===== src/rtl/fsm_test_pkg.sv =====
// Shared types for the sequence-FSM fault tester: tester states, 2-bit {s,t} state
// and the golden next-state function of the FSM under test.
package fsm_test_pkg;
    localparam int MAX_SEQ_LEN = 32;
    localparam int IDX_W       = 5;

    typedef enum logic [2:0] {IDLE, CLEAR, RUN, CHECK, DONE} tester_state_t;
    typedef logic [1:0] st_t;

    function automatic st_t golden_next(st_t cur, logic a);
        logic s, t;
        st_t  n;
        s    = cur[1];
        t    = cur[0];
        n[1] = (~s & t) | (s & a & ~t);
        n[0] = (a & ~s & ~t) | (~a & ~s & t);
        return n;
    endfunction
endpackage


===== src/rtl/fsm_fault_tester_if.sv =====
// Signals between the test controller / DUT state register and the fault tester.
// slave = the tester; master = the environment driving start and the DUT state bits.
interface fsm_fault_tester_if;
    import fsm_test_pkg::*;

    logic             start;
    logic             a_out;
    logic             dut_clr;
    logic             s_in;
    logic             t_in;
    logic             busy;
    logic             done;
    logic             fault;
    logic [IDX_W-1:0] fault_index;
    st_t              exp_state;
    st_t              obs_state;

    modport master (
        output start, s_in, t_in,
        input  a_out, dut_clr, busy, done, fault, fault_index, exp_state, obs_state
    );
    modport slave (
        input  start, s_in, t_in,
        output a_out, dut_clr, busy, done, fault, fault_index, exp_state, obs_state
    );
endinterface


===== src/rtl/fsm_fault_tester_golden_fsm.sv =====
// Golden copy of the (s,t) sequence FSM; advances only while enabled, so it steps
// on exactly the same edges as the DUT during a run.
module golden_fsm
    import fsm_test_pkg::*;
(
    input  logic Clock,
    input  logic nReset,
    input  logic i_clr,
    input  logic i_en,
    input  logic i_a,
    output st_t  o_state
);
    st_t r_state;

    always_ff @(posedge Clock or negedge nReset) begin
        if (!nReset)
            r_state <= '0;
        else if (i_clr)
            r_state <= '0;
        else if (i_en)
            r_state <= golden_next(r_state, i_a);
    end

    assign o_state = r_state;
endmodule


===== src/rtl/fsm_fault_tester.sv =====
// Applies SEQ to the DUT's a input one bit per cycle and compares the DUT state
// against the golden model, latching the first mismatch.
module fsm_fault_tester
    import fsm_test_pkg::*;
#(
    parameter int                     SEQ_LEN = 16,
    parameter logic [MAX_SEQ_LEN-1:0] SEQ     = 32'h0000_B4E1
) (
    input logic               Clock,
    input logic               nReset,
    fsm_fault_tester_if.slave bus
);
    if (SEQ_LEN < 2 || SEQ_LEN > MAX_SEQ_LEN) begin : g_seq_len_check
        $error("fsm_fault_tester: SEQ_LEN must be within 2..32");
    end

    localparam logic [IDX_W-1:0] LAST = IDX_W'(SEQ_LEN - 1);

    tester_state_t    r_state;
    logic [IDX_W-1:0] r_k;
    logic             r_a;
    logic             r_clr;
    logic             r_busy;
    logic             r_done;
    logic             r_fault;
    logic [IDX_W-1:0] r_idx;
    st_t              r_exp;
    st_t              r_obs;

    st_t  w_golden;
    st_t  w_obs;
    logic w_mismatch;

    assign w_obs      = {bus.s_in, bus.t_in};
    assign w_mismatch = (w_obs != w_golden);

    golden_fsm u_golden (
        .Clock   (Clock),
        .nReset  (nReset),
        .i_clr   (r_state == CLEAR),
        .i_en    (r_state == RUN),
        .i_a     (r_a),
        .o_state (w_golden)
    );

    always_ff @(posedge Clock or negedge nReset) begin
        if (!nReset) begin
            r_state <= IDLE;
            r_k     <= '0;
            r_a     <= 1'b0;
            r_clr   <= 1'b0;
            r_busy  <= 1'b0;
            r_done  <= 1'b0;
            r_fault <= 1'b0;
            r_idx   <= '0;
            r_exp   <= '0;
            r_obs   <= '0;
        end else begin
            case (r_state)
                IDLE, DONE: begin
                    if (bus.start) begin
                        r_state <= CLEAR;
                        r_clr   <= 1'b1;
                        r_busy  <= 1'b1;
                        r_done  <= 1'b0;
                        r_fault <= 1'b0;
                        r_idx   <= '0;
                        r_exp   <= '0;
                        r_obs   <= '0;
                    end
                end
                CLEAR: begin
                    r_state <= RUN;
                    r_clr   <= 1'b0;
                    r_k     <= '0;
                    r_a     <= SEQ[0];
                end
                RUN: begin
                    // At k=0 the DUT is still settling out of the clear, so no compare.
                    if (r_k != '0 && w_mismatch) begin
                        r_state <= DONE;
                        r_a     <= 1'b0;
                        r_busy  <= 1'b0;
                        r_done  <= 1'b1;
                        r_fault <= 1'b1;
                        r_idx   <= r_k - IDX_W'(1);
                        r_exp   <= w_golden;
                        r_obs   <= w_obs;
                    end else if (r_k == LAST) begin
                        r_state <= CHECK;
                        r_a     <= 1'b0;
                    end else begin
                        r_k <= r_k + IDX_W'(1);
                        r_a <= SEQ[r_k + IDX_W'(1)];
                    end
                end
                CHECK: begin
                    r_state <= DONE;
                    r_busy  <= 1'b0;
                    r_done  <= 1'b1;
                    if (w_mismatch) begin
                        r_fault <= 1'b1;
                        r_idx   <= LAST;
                        r_exp   <= w_golden;
                        r_obs   <= w_obs;
                    end
                end
                default: r_state <= IDLE;
            endcase
        end
    end

    assign bus.a_out       = r_a;
    assign bus.dut_clr     = r_clr;
    assign bus.busy        = r_busy;
    assign bus.done        = r_done;
    assign bus.fault       = r_fault;
    assign bus.fault_index = r_idx;
    assign bus.exp_state   = r_exp;
    assign bus.obs_state   = r_obs;
endmodule


===== src/flat_wrapper.sv =====
// flat-port wrapper written by rule: the top's interface ports become plain ports
module fsm_fault_tester_flat import fsm_test_pkg::*;
#(
    parameter int                     SEQ_LEN = 16,
    parameter logic [MAX_SEQ_LEN-1:0] SEQ     = 32'h0000_B4E1
)
  (Clock, nReset, bus_start, bus_s_in, bus_t_in, bus_a_out, bus_dut_clr, bus_busy, bus_done, bus_fault, bus_fault_index, bus_exp_state, bus_obs_state);
  fsm_fault_tester_if bus_i ();
  input logic Clock;
  input logic nReset;
  input wire logic [$bits(bus_i.start)-1:0] bus_start;
  input wire logic [$bits(bus_i.s_in)-1:0] bus_s_in;
  input wire logic [$bits(bus_i.t_in)-1:0] bus_t_in;
  output wire logic [$bits(bus_i.a_out)-1:0] bus_a_out;
  output wire logic [$bits(bus_i.dut_clr)-1:0] bus_dut_clr;
  output wire logic [$bits(bus_i.busy)-1:0] bus_busy;
  output wire logic [$bits(bus_i.done)-1:0] bus_done;
  output wire logic [$bits(bus_i.fault)-1:0] bus_fault;
  output wire logic [$bits(bus_i.fault_index)-1:0] bus_fault_index;
  output wire logic [$bits(bus_i.exp_state)-1:0] bus_exp_state;
  output wire logic [$bits(bus_i.obs_state)-1:0] bus_obs_state;
  assign bus_i.start = bus_start;
  assign bus_i.s_in = bus_s_in;
  assign bus_i.t_in = bus_t_in;
  assign bus_a_out = bus_i.a_out;
  assign bus_dut_clr = bus_i.dut_clr;
  assign bus_busy = bus_i.busy;
  assign bus_done = bus_i.done;
  assign bus_fault = bus_i.fault;
  assign bus_fault_index = bus_i.fault_index;
  assign bus_exp_state = bus_i.exp_state;
  assign bus_obs_state = bus_i.obs_state;
  fsm_fault_tester #(.SEQ_LEN(SEQ_LEN), .SEQ(SEQ)) u_core (.Clock(Clock), .nReset(nReset), .bus(bus_i));
endmodule

===== config.mk =====
export PLATFORM = sky130hd
export DESIGN_NAME = fsm_fault_tester_flat
export DESIGN_NICKNAME = d
export VERILOG_FILES = /design/src/rtl/fsm_test_pkg.sv /design/src/rtl/fsm_fault_tester_if.sv /design/src/rtl/fsm_fault_tester_golden_fsm.sv /design/src/rtl/fsm_fault_tester.sv /design/src/flat_wrapper.sv
export SDC_FILE = /design/constraint.sdc
export NUM_CORES = 1
export LEC_CHECK = 0
export ABC_AREA = 1
export BUFFER_PORTS_ARGS = -buffer_cell sky130_fd_sc_hd__buf_4
export CAP_MARGIN = 20
export CORE_MARGIN = 2
export CORE_UTILIZATION = 33
export CTS_CLUSTER_SIZE = 12
export DETAILED_ROUTE_END_ITERATION = 8
export PLACE_DENSITY = 0.63
export SETUP_SLACK_MARGIN = 0.15
export SYNTH_ARGS = -nofsm -noshare
export SYNTH_HDL_FRONTEND = slang
export SYNTH_SLANG_ARGS = --single-unit

===== constraint.sdc =====
create_clock -name Clock -period 3.1 [get_ports Clock]
set_input_delay 0.155 -clock Clock [delete_from_list [all_inputs] [get_ports Clock]]
set_output_delay 0.155 -clock Clock [all_outputs]
set_load 0.03 [all_outputs]

# [Word level (Yosys, flattened, before mapping)]
# Memory sizes are Yosys's and may differ from the RTL's.
# Index checks and enable logic that the tools add are counted.
[op_classes] addsub=2 n_lt_le_gt_ge=1 eq_ne=12 n_mux=33 n_bitwise=12 n_reduce_logical=12
[op_table] op="2-to-1 mux 5 bit" n=5
[op_table] op="one-hot mux 5 bit (3 select lines)" n=1
[op_table] op="2-to-1 mux 2 bit" n=7
[op_table] op="one-hot mux 2 bit (3 select lines)" n=2
[op_table] op="one-hot mux 3 bit (4 select lines)" n=1
[op_table] op="one-hot mux 5 bit (2 select lines)" n=1
[op_table] op="2-to-1 mux 3 bit" n=3
[op_table] op="one-hot mux 1 bit (3 select lines)" n=3
[op_table] op="2-to-1 mux 1 bit" n=8
[op_table] op="AND 1 bit" n=7
[op_table] op="equality test 3 x 2 -> 1 bit, second input constant" n=2
[op_table] op="< comparator 5 x 6 -> 1 bit, second input constant" n=1
[op_table] op="!= test 2 bit, second input constant" n=3
[op_table] op="AND reduction 3 bit" n=2
[op_table] op="adder 5 x 1 -> 5 bit, second input constant" n=1
[op_table] op="equality test 5 x 4 -> 1 bit, second input constant" n=1
[op_table] op="nonzero test 5 bit" n=1
[op_table] op="subtractor 5 x 1 -> 5 bit, second input constant" n=1
[op_table] op="!= test 2 x 1 -> 1 bit, second input constant" n=2
[op_table] op="one-hot mux 1 bit (2 select lines)" n=2
[op_table] op="AND reduction 2 bit" n=2
[op_table] op="AND reduction 4 bit" n=1
[op_table] op="nonzero test 2 bit" n=2
[op_table] op="equality test 3 x 1 -> 1 bit, second input constant" n=1
[op_table] op="9 further kinds" n=12
[totals] ff_bits=24 rom_bits=32 inputBits=5 memories=1
[memory_table] name="(name not given)" words=32 word_bits=1 rd=1 rd_ports_with_merged_regs=0 write_ports=0 line="fsm_fault_tester.sv:94" rtl="r_a <= SEQ[r_k + IDX_W'(1)];"

# [Depth between registers and ports, before layout]
# Gate-level depths: netlist (run 1).
[depth] depth_word=6 ltp_mapped=9 mapped_depth_nobuf=9

# [By module]
# A second synthesis (run 1) with hierarchy kept.
[hier_totals] cells_unflattened=189 area_unflattened_um2=1395.1
[modules_own_cells] mod="fsm_fault_tester" instances=1 cells_per_inst=169 area_each_um2=1271.2
[modules_own_cells] mod="golden_fsm" instances=1 cells_per_inst=20 area_each_um2=123.9

# [Worst setup path before layout (run 1)]
# Ideal clock, no wire load.
[synth_timing] kind="reg-to-reg" startpoint="register u_core.r_k[0]" endpoint="register u_core.r_k[3]" setup_ps=65 t_arrival_ps=1376 required_ps=3035 setup_slack_ps=1659 stages_incl_launch_ff=10 path_buffers=0 synth_period_minus_slack_ps=1441 cell_sequence="dfrtp_1 > ha_1 > nand2_1 > nor2_1 > ha_1 > nor2_1 > nand2_4 > nand2_4 > nand3_1 > nand2_1"
[synth_via] elab_chain_len=4
[synth_rtl] item="from (decl)" line="fsm_fault_tester.sv:20" rtl="logic [IDX_W-1:0] r_k;"
[synth_rtl] item="from (signal assigned)" line="fsm_fault_tester.sv:93" rtl="r_k <= r_k + IDX_W'(1);"
[synth_rtl] item="adder 5 x 1 -> 5 bit / nonzero test 5 bit (equally long branches)" line="fsm_fault_tester.sv:93, fsm_fault_tester.sv:80"
[synth_rtl] item="2-to-1 mux 5 bit / logical AND 1 bit (equally long branches)" line="fsm_fault_tester.sv:89, fsm_fault_tester.sv:80"
[synth_rtl] item="2-to-1 mux 5 bit / != test 2 bit (equally long branches)"
[synth_rtl] item="one-hot mux 5 bit (2 select lines) / AND reduction 3 bit (equally long branches)"
# Several ways; a longest one is shown, not always the timed one. The select of a mux whose other input is x is not followed.
# A chain may end at the register's enable or synchronous reset.

# [Worst setup path after layout (run 1)]
[layout_timing] startpoint="register u_core.r_k[0]" endpoint="register u_core.r_k[2]"
# The elaborated chain is that of the path after synthesis.

==> reports/metrics.csv, run 1 <==
metric,value,unit
CP startpoint,u_core.r_k[0]$_DFFE_PN0P_,
final worst slack,1.53,ns
Clock Sinks,24,
DRT antenna net count,0,
top-area cell type share of the netlist area,45.8,%
critical path depth in cells,9,
Logic pwr share,55.1,%
Mean Syn Cell Area,8.20,um^2
fin crit share,50.5,%
Clock Latency Late Sink,0.26,ns
Net Sw Frac,47.3,%
clk buf depth,2,
crit-path cells,"ha_1, nand2_1, nor2_1, ha_1, nor2_1, nand2_4, nand2_4, nand2_1, o21ai_1",
WS Path Type,flop to flop,
share of cells above drive strength 1,23.2,%
minimum clock period,1.57,ns
Die W,67.0,um
Buffers on Ports,18,
async set-reset flop share out of synthesis,100,%
Total Wirelength,2560,um
GP Congestion,0.774,
Clock power frac,13.0,%
max-cap check violation count,0,
Cell Rows,22,
area of the multi-input gates,621,um^2
Synth cell types,26,
CP peak stage delay,0.45,ns
worst-path fanout max,7,
GRT Total Usage,13.3,%
Post-synth EDFFs,0,
Final Slew Violations,0,
Yosys warnings,0,
Via Count,1056,
CP endpoint kind,flop,
# IOs,19,
Fill cells,406,
sequential share of power,31.9,%
sequential cell area,601,um^2
register area share after synthesis,45.8,%
design internal power,0.842,mW
Starting DRT DRC Count,44,
VDD IR max,0.496,mV
NetSw,0.755,mW
total grt overflow,0,
Slew headroom,79.5,%
DRC,0,
Hold WC Path Type,input pin to flop,
Synth area leader,dfrtp_1,
Die Ht,67.0,um
Fin. Hold Viols,0,
Clock transition at path regs,0.08,ns
ranking of synthesized cells by area,"dfrtp_1 46%, nand2_1 15%, nand3_1 7.6%, inv_1 4.0%, nand2_4 3.4%",
post-route setup TNS,0,ns
reg2reg path depth,9,
CP max stage cell,dfrtp_1,
number of global-route vias before repair,1041,
CP bufs+invs,0,
routed len/inst,11.2,um
first-pass GRT wire length,4560,um
Synth Flop Type,dfrtp_1,
RSZ-0062 raised after global routing,false,
core footprint,3740,um^2
achievable frequency,0.639,GHz
H-tree depth,1,
most frequent cell after synthesis,nand2_1,
CTS tree,done,
nets,190,
CTS Buf Count,3,
number of setup violations in the final report,0,
Critical Path Source Type,flop,
Post-synth top cells,"51 x nand2_1, 24 x dfrtp_1, 20 x nand3_1",
postcts setup bufs,0,
Worst EP arrival,1.76,ns
leakage power,0.826,nW
cts hold-fix bufs,1,
area grow syn2layout,18.6,%
number of synthesized register bits,24,
Starting Density,35.0,%
R2R setup slack,1.53,ns
setup slack at placement,1.54,ns
HPWL Detailed,2010,um
root buffer cell,clkbuf_8,
TritonRoute pass-1 iters,4,
syn nets,168,
vias per inst,4.61,
status,"finished, final reports clean",
crit path to,u_core.r_k[2]$_DFFE_PN0P_,
worst clock skew,0.00271,ns
largest delay contributor family on the critical path,simple AND/OR/NAND/NOR gates,
Diodes inserted,0,
Mapped Area,1310,um^2
initial antenna violation count,0,
Power Total,1.60,mW
worst flop-to-flop path startpoint,u_core.r_k[0]$_DFFE_PN0P_,
Cells after Synth,160,
RR Endpoint,u_core.r_k[2]$_DFFE_PN0P_,
Pwr Density,1030,nW/um^2
maximum number of pins on one net before global-route repair,25,
worst-margin pin slew,0.308,ns
CP Data Required Time,3.29,ns
die area,4490,um^2
post_cts resized,0,
[worst reg2reg max path, stage by stage (launching register included)]
cell and delay, ns:
dfrtp_1 0.45, ha_1 0.23, nand2_1 0.08, nor2_1 0.05
ha_1 0.17, nor2_1 0.18, nand2_4 0.12, nand2_4 0.10
nand2_1 0.06, o21ai_1 0.07
[power by group through the flow]
stage               registers (mW)  clock network [mW]  logic, mW
floorplan                    0.653                   0      0.516
global placement             0.512                   0      0.884
detailed placement           0.516                   0      0.891
CTS                          0.510               0.216      0.894
global route                 0.524               0.231      0.995
finish                       0.509               0.207      0.881
[flip-flops by register name (all words and copies together), names as in the netlist, 2 cells and up]
name / cells
u_core.r_state: 3
u_core.r_k: 5
u_core.u_golden.o_state: 2
u_core.bus.fault_index: 5
u_core.bus.obs_state: 2
u_core.bus.exp_state: 2
[cell type report]
| cell class | count | area share (%) |
|---|---|---|
| multi-input combinational | 115 | 39.9 |
| tap | 48 | 3.86 |
| clock buffer | 4 | 3.54 |
| inverter | 19 | 4.75 |
| sequential | 24 | 38.6 |
| timing repair buffer | 19 | 9.33 |
[cells in the final DEF (no fill, tap or decap), drive strengths merged]
master	count
o21bai	1
buf	18
dlygate4sd3	1
o21ai	7
ha	3
nor2	10
clkbuf	4
o22ai	2
nand2	57
xor2	1
nand4	2
dfrtp	24
nor3b	1
nand3	25
inv	19
a21oi	5
xnor2	1
[stage by stage]
step	area (um^2)	hold WS [ns]	instances	util [%]
after floorplan	1310	-0.141	160	-
after detailed placement	1490	0.0780	224	39.8
after CTS	1560	0.147	229	41.5
after global placement	1490	0.0788	224	39.8
final	1560	0.146	229	41.5
after global routing	1560	0.145	229	41.5
[cells by family (layout without fill, tap and decap cells)]
kind of cell	after synthesis	in the layout	synth area share, %
fa+ha+maj	3	3	2.86
xor+xnor	2	2	1.34
buf+inv	21	42	6.87
simple gates	95	95	36.7
compound gates	15	15	6.39
flops	24	24	45.8
[worst min path at each step]
| stage | to | depth (start not counted) | startpoint |
|---|---|---|---|
| 2_1_floorplan | u_core.bus.a_out$_DFFE_PN0P_ | 0 | nReset |
| 3_3_place_gp | u_core.u_golden.o_state[1]$_DFFE_PN0P_ | 1 | nReset |
| 3_5_place_dp | u_core.bus.exp_state[1]$_DFFE_PN0P_ | 1 | nReset |
| 4_1_cts | u_core.bus.obs_state[0]$_DFFE_PN0P_ | 3 | bus_t_in |
| 5_1_grt | u_core.bus.obs_state[0]$_DFFE_PN0P_ | 3 | bus_t_in |
| 6_report | u_core.bus.obs_state[1]$_DFFE_PN0P_ | 3 | bus_s_in |
[layer usage]
| layer | global-route usage (%) | routed length, um |
|---|---|---|
| met5 | 0 | 0 |
| met4 | 2.04 | 0 |
| met3 | 3.72 | 150 |
| met2 | 22.8 | 1210 |
| met1 | 16.8 | 1200 |
Note: power is estimated with default switching activity, not from simulation.
==> run 2, diff against run 1 <==
- clock period: 3.1 -> 1.57 ns (I/O delays scaled with it)
==> run 2 against run 1 <==
  * Clock power up 74%
  * Register-to-register slack worse by 1.4 ns
  * Fmax up 9.7%
  * Final area up 9.2%
  * Clock skew about the same
  * Combinational power up 140%
  * Critical path depth unchanged
  * Clock-buffer cell count down 1
  * Global-route usage up 1.3 points
  * Setup slack worse by 1.4 ns
  * Sequential power up 98%
  * Sequential cell count unchanged
  * Highest routed layer is now met4
==> reports/metrics.csv, run 2 (same netlist as run 1, synthesis figures left out) <==
metric,value,unit
status,"finished, final reports clean",
maximum number of pins on one net before global-route repair,25,
Starting DRT DRC Count,80,
CP Data Required Time,1.73,ns
"most common cell after layout, fill and taps aside",nand2_1,
H-tree depth,1,
DRT antenna net count,0,
"commonest cells after routing, fill and taps aside","47 x nand2_1, 25 x buf_4, 22 x dfrtp_1",
Clock Sinks,24,
fin crit share,91.0,%
hold slack,0.0670,ns
WS Path Type,flop to flop,
Post-Place Cells,227,
CTS tree,done,
CP endpoint kind,flop,
RSZ-0062 raised after global routing,true,
Diodes inserted,0,
worst flop-to-flop path startpoint,u_core.r_k[1]$_DFFE_PN0P_,
final worst slack,0.142,ns
max-cap check violation count,0,
Clock power frac,10.4,%
GP Congestion,0.747,
Critical Path Source Type,flop,
DRC,0,
VDD IR max,1.13,mV
number of setup violations in the final report,0,
share of cells above drive strength 1,34.4,%
Clock transition at path regs,0.08,ns
Die Ht,67.0,um
clk buf depth,2,
die area,4490,um^2
Slew headroom,78.9,%
NetSw,1.66,mW
RR Endpoint,u_core.r_k[1]$_DFFE_PN0P_,
R2R setup slack,0.14,ns
total grt overflow,0,
routed len/inst,12.6,um
reg2reg path depth,9,
Starting Density,35.0,%
number of global-route vias before repair,1118,
Hold WC Path Type,input pin to flop,
core footprint,3740,um^2
Net Sw Frac,48.2,%
worst clock skew,0.00280,ns
root buffer cell,clkbuf_8,
Pwr Density,2030,nW/um^2
worst-path fanout max,7,
Power Total,3.45,mW
Worst EP arrival,1.59,ns
# IOs,19,
achievable frequency,0.700,GHz
leakage power,0.862,nW
post-layout util,45.4,%
design internal power,1.79,mW
Hold Path Depth,3,
Final Cell Area,1700,um^2
Worst Hold End,u_core.bus.obs_state[0]$_DFFE_PN0P_,
setup slack at placement,0.0430,ns
vias per inst,4.80,
first-pass GRT wire length,5030,um
GRT Total Usage,14.6,%
Via Count,1137,
Die W,67.0,um
Fin. Hold Viols,0,
sequential share of power,29.4,%
minimum clock period,1.43,ns
worst-margin pin slew,0.317,ns
Cell Rows,22,
HPWL Detailed,2030,um
CTS Buf Count,3,
area grow syn2layout,29.5,%
Fill cells,397,
nets,199,
TritonRoute pass-1 iters,4,
Logic pwr share,60.2,%
initial antenna violation count,0,
Final Slew Violations,0,
Final Non-Filler Cells,237,
Total Wirelength,2980,um
placed inst area,1520,um^2
Clock Latency Late Sink,0.26,ns
min-delay src,bus_t_in,
Buffers on Ports,18,
post-route setup TNS,0,ns
==> run 2: critical path, cell delays in order (launching register included) <==
cell     delay (ns)
dfrtp_2        0.42
ha_4           0.16
nand2_2        0.06
nor2_1         0.12
ha_2           0.20
nor2_4         0.04
nand2_4        0.11
nand2_4        0.09
nand3_1        0.08
nand2_1        0.05
==> run 2: worst max path at each step <==
| stage | startpoint | to | slack [ns] | depth (start not counted) |
|---|---|---|---|---|
| 3_5_place_dp | u_core.r_k[0]$_DFFE_PN0P_ | u_core.r_k[0]$_DFFE_PN0P_ | 0.04 | 9 |
| 2_1_floorplan | u_core.r_k[0]$_DFFE_PN0P_ | u_core.r_k[3]$_DFFE_PN0P_ | 0.16 | 9 |
| 5_1_grt | u_core.r_state[2]$_DFFE_PN0P_ | u_core.bus.fault_index[3]$_DFFE_PN0P_ | 0.08 | 7 |
| 4_1_cts | u_core.r_k[1]$_DFFE_PN0P_ | u_core.bus.fault_index[2]$_DFFE_PN0P_ | 0.15 | 8 |
| 6_report | u_core.r_k[1]$_DFFE_PN0P_ | u_core.r_k[1]$_DFFE_PN0P_ | 0.14 | 9 |
| 3_3_place_gp | u_core.r_k[0]$_DFFE_PN0P_ | u_core.r_k[3]$_DFFE_PN0P_ | 0.09 | 9 |
==> run 2: layout make-up <==
type                       instances  area, um^2  share of cell area [%]
multi-input combinational        117         722                    42.5
tap                               48        60.1                    3.54
sequential                        24         603                    35.5
clock buffer                       3        41.3                    2.43
inverter                          19        73.8                    4.35
timing repair buffer              26         198                    11.6
==> run 2: power groups by stage <==
stage,logic [mW],clock network [mW],registers [mW]
2_1_floorplan,1.02,0,1.29
3_3_place_gp,1.82,0,1.01
3_5_place_dp,1.83,0,1.02
4_1_cts,1.95,0.379,1.01
5_1_grt,2.31,0.395,1.04
6_report,2.08,0.360,1.01
==> run 2: metal layers <==
metal	vias up	part of all wire [%]	global-route usage, %
met5	-	0	0
met4	0	1.0	3.06
met3	4	4.4	3.72
met2	24	49	23.1
met1	531	46	20.0
li1	578	-	-
==> run 2: repair_timing <==
action	in CTS	in global routing
setup endpoints to repair	18	20
buffers inserted	2	2
gates cloned	1	1
pin swaps	2	8
hold buffers	1	0
gates resized for setup	7	15
hold endpoints to repair	24	0
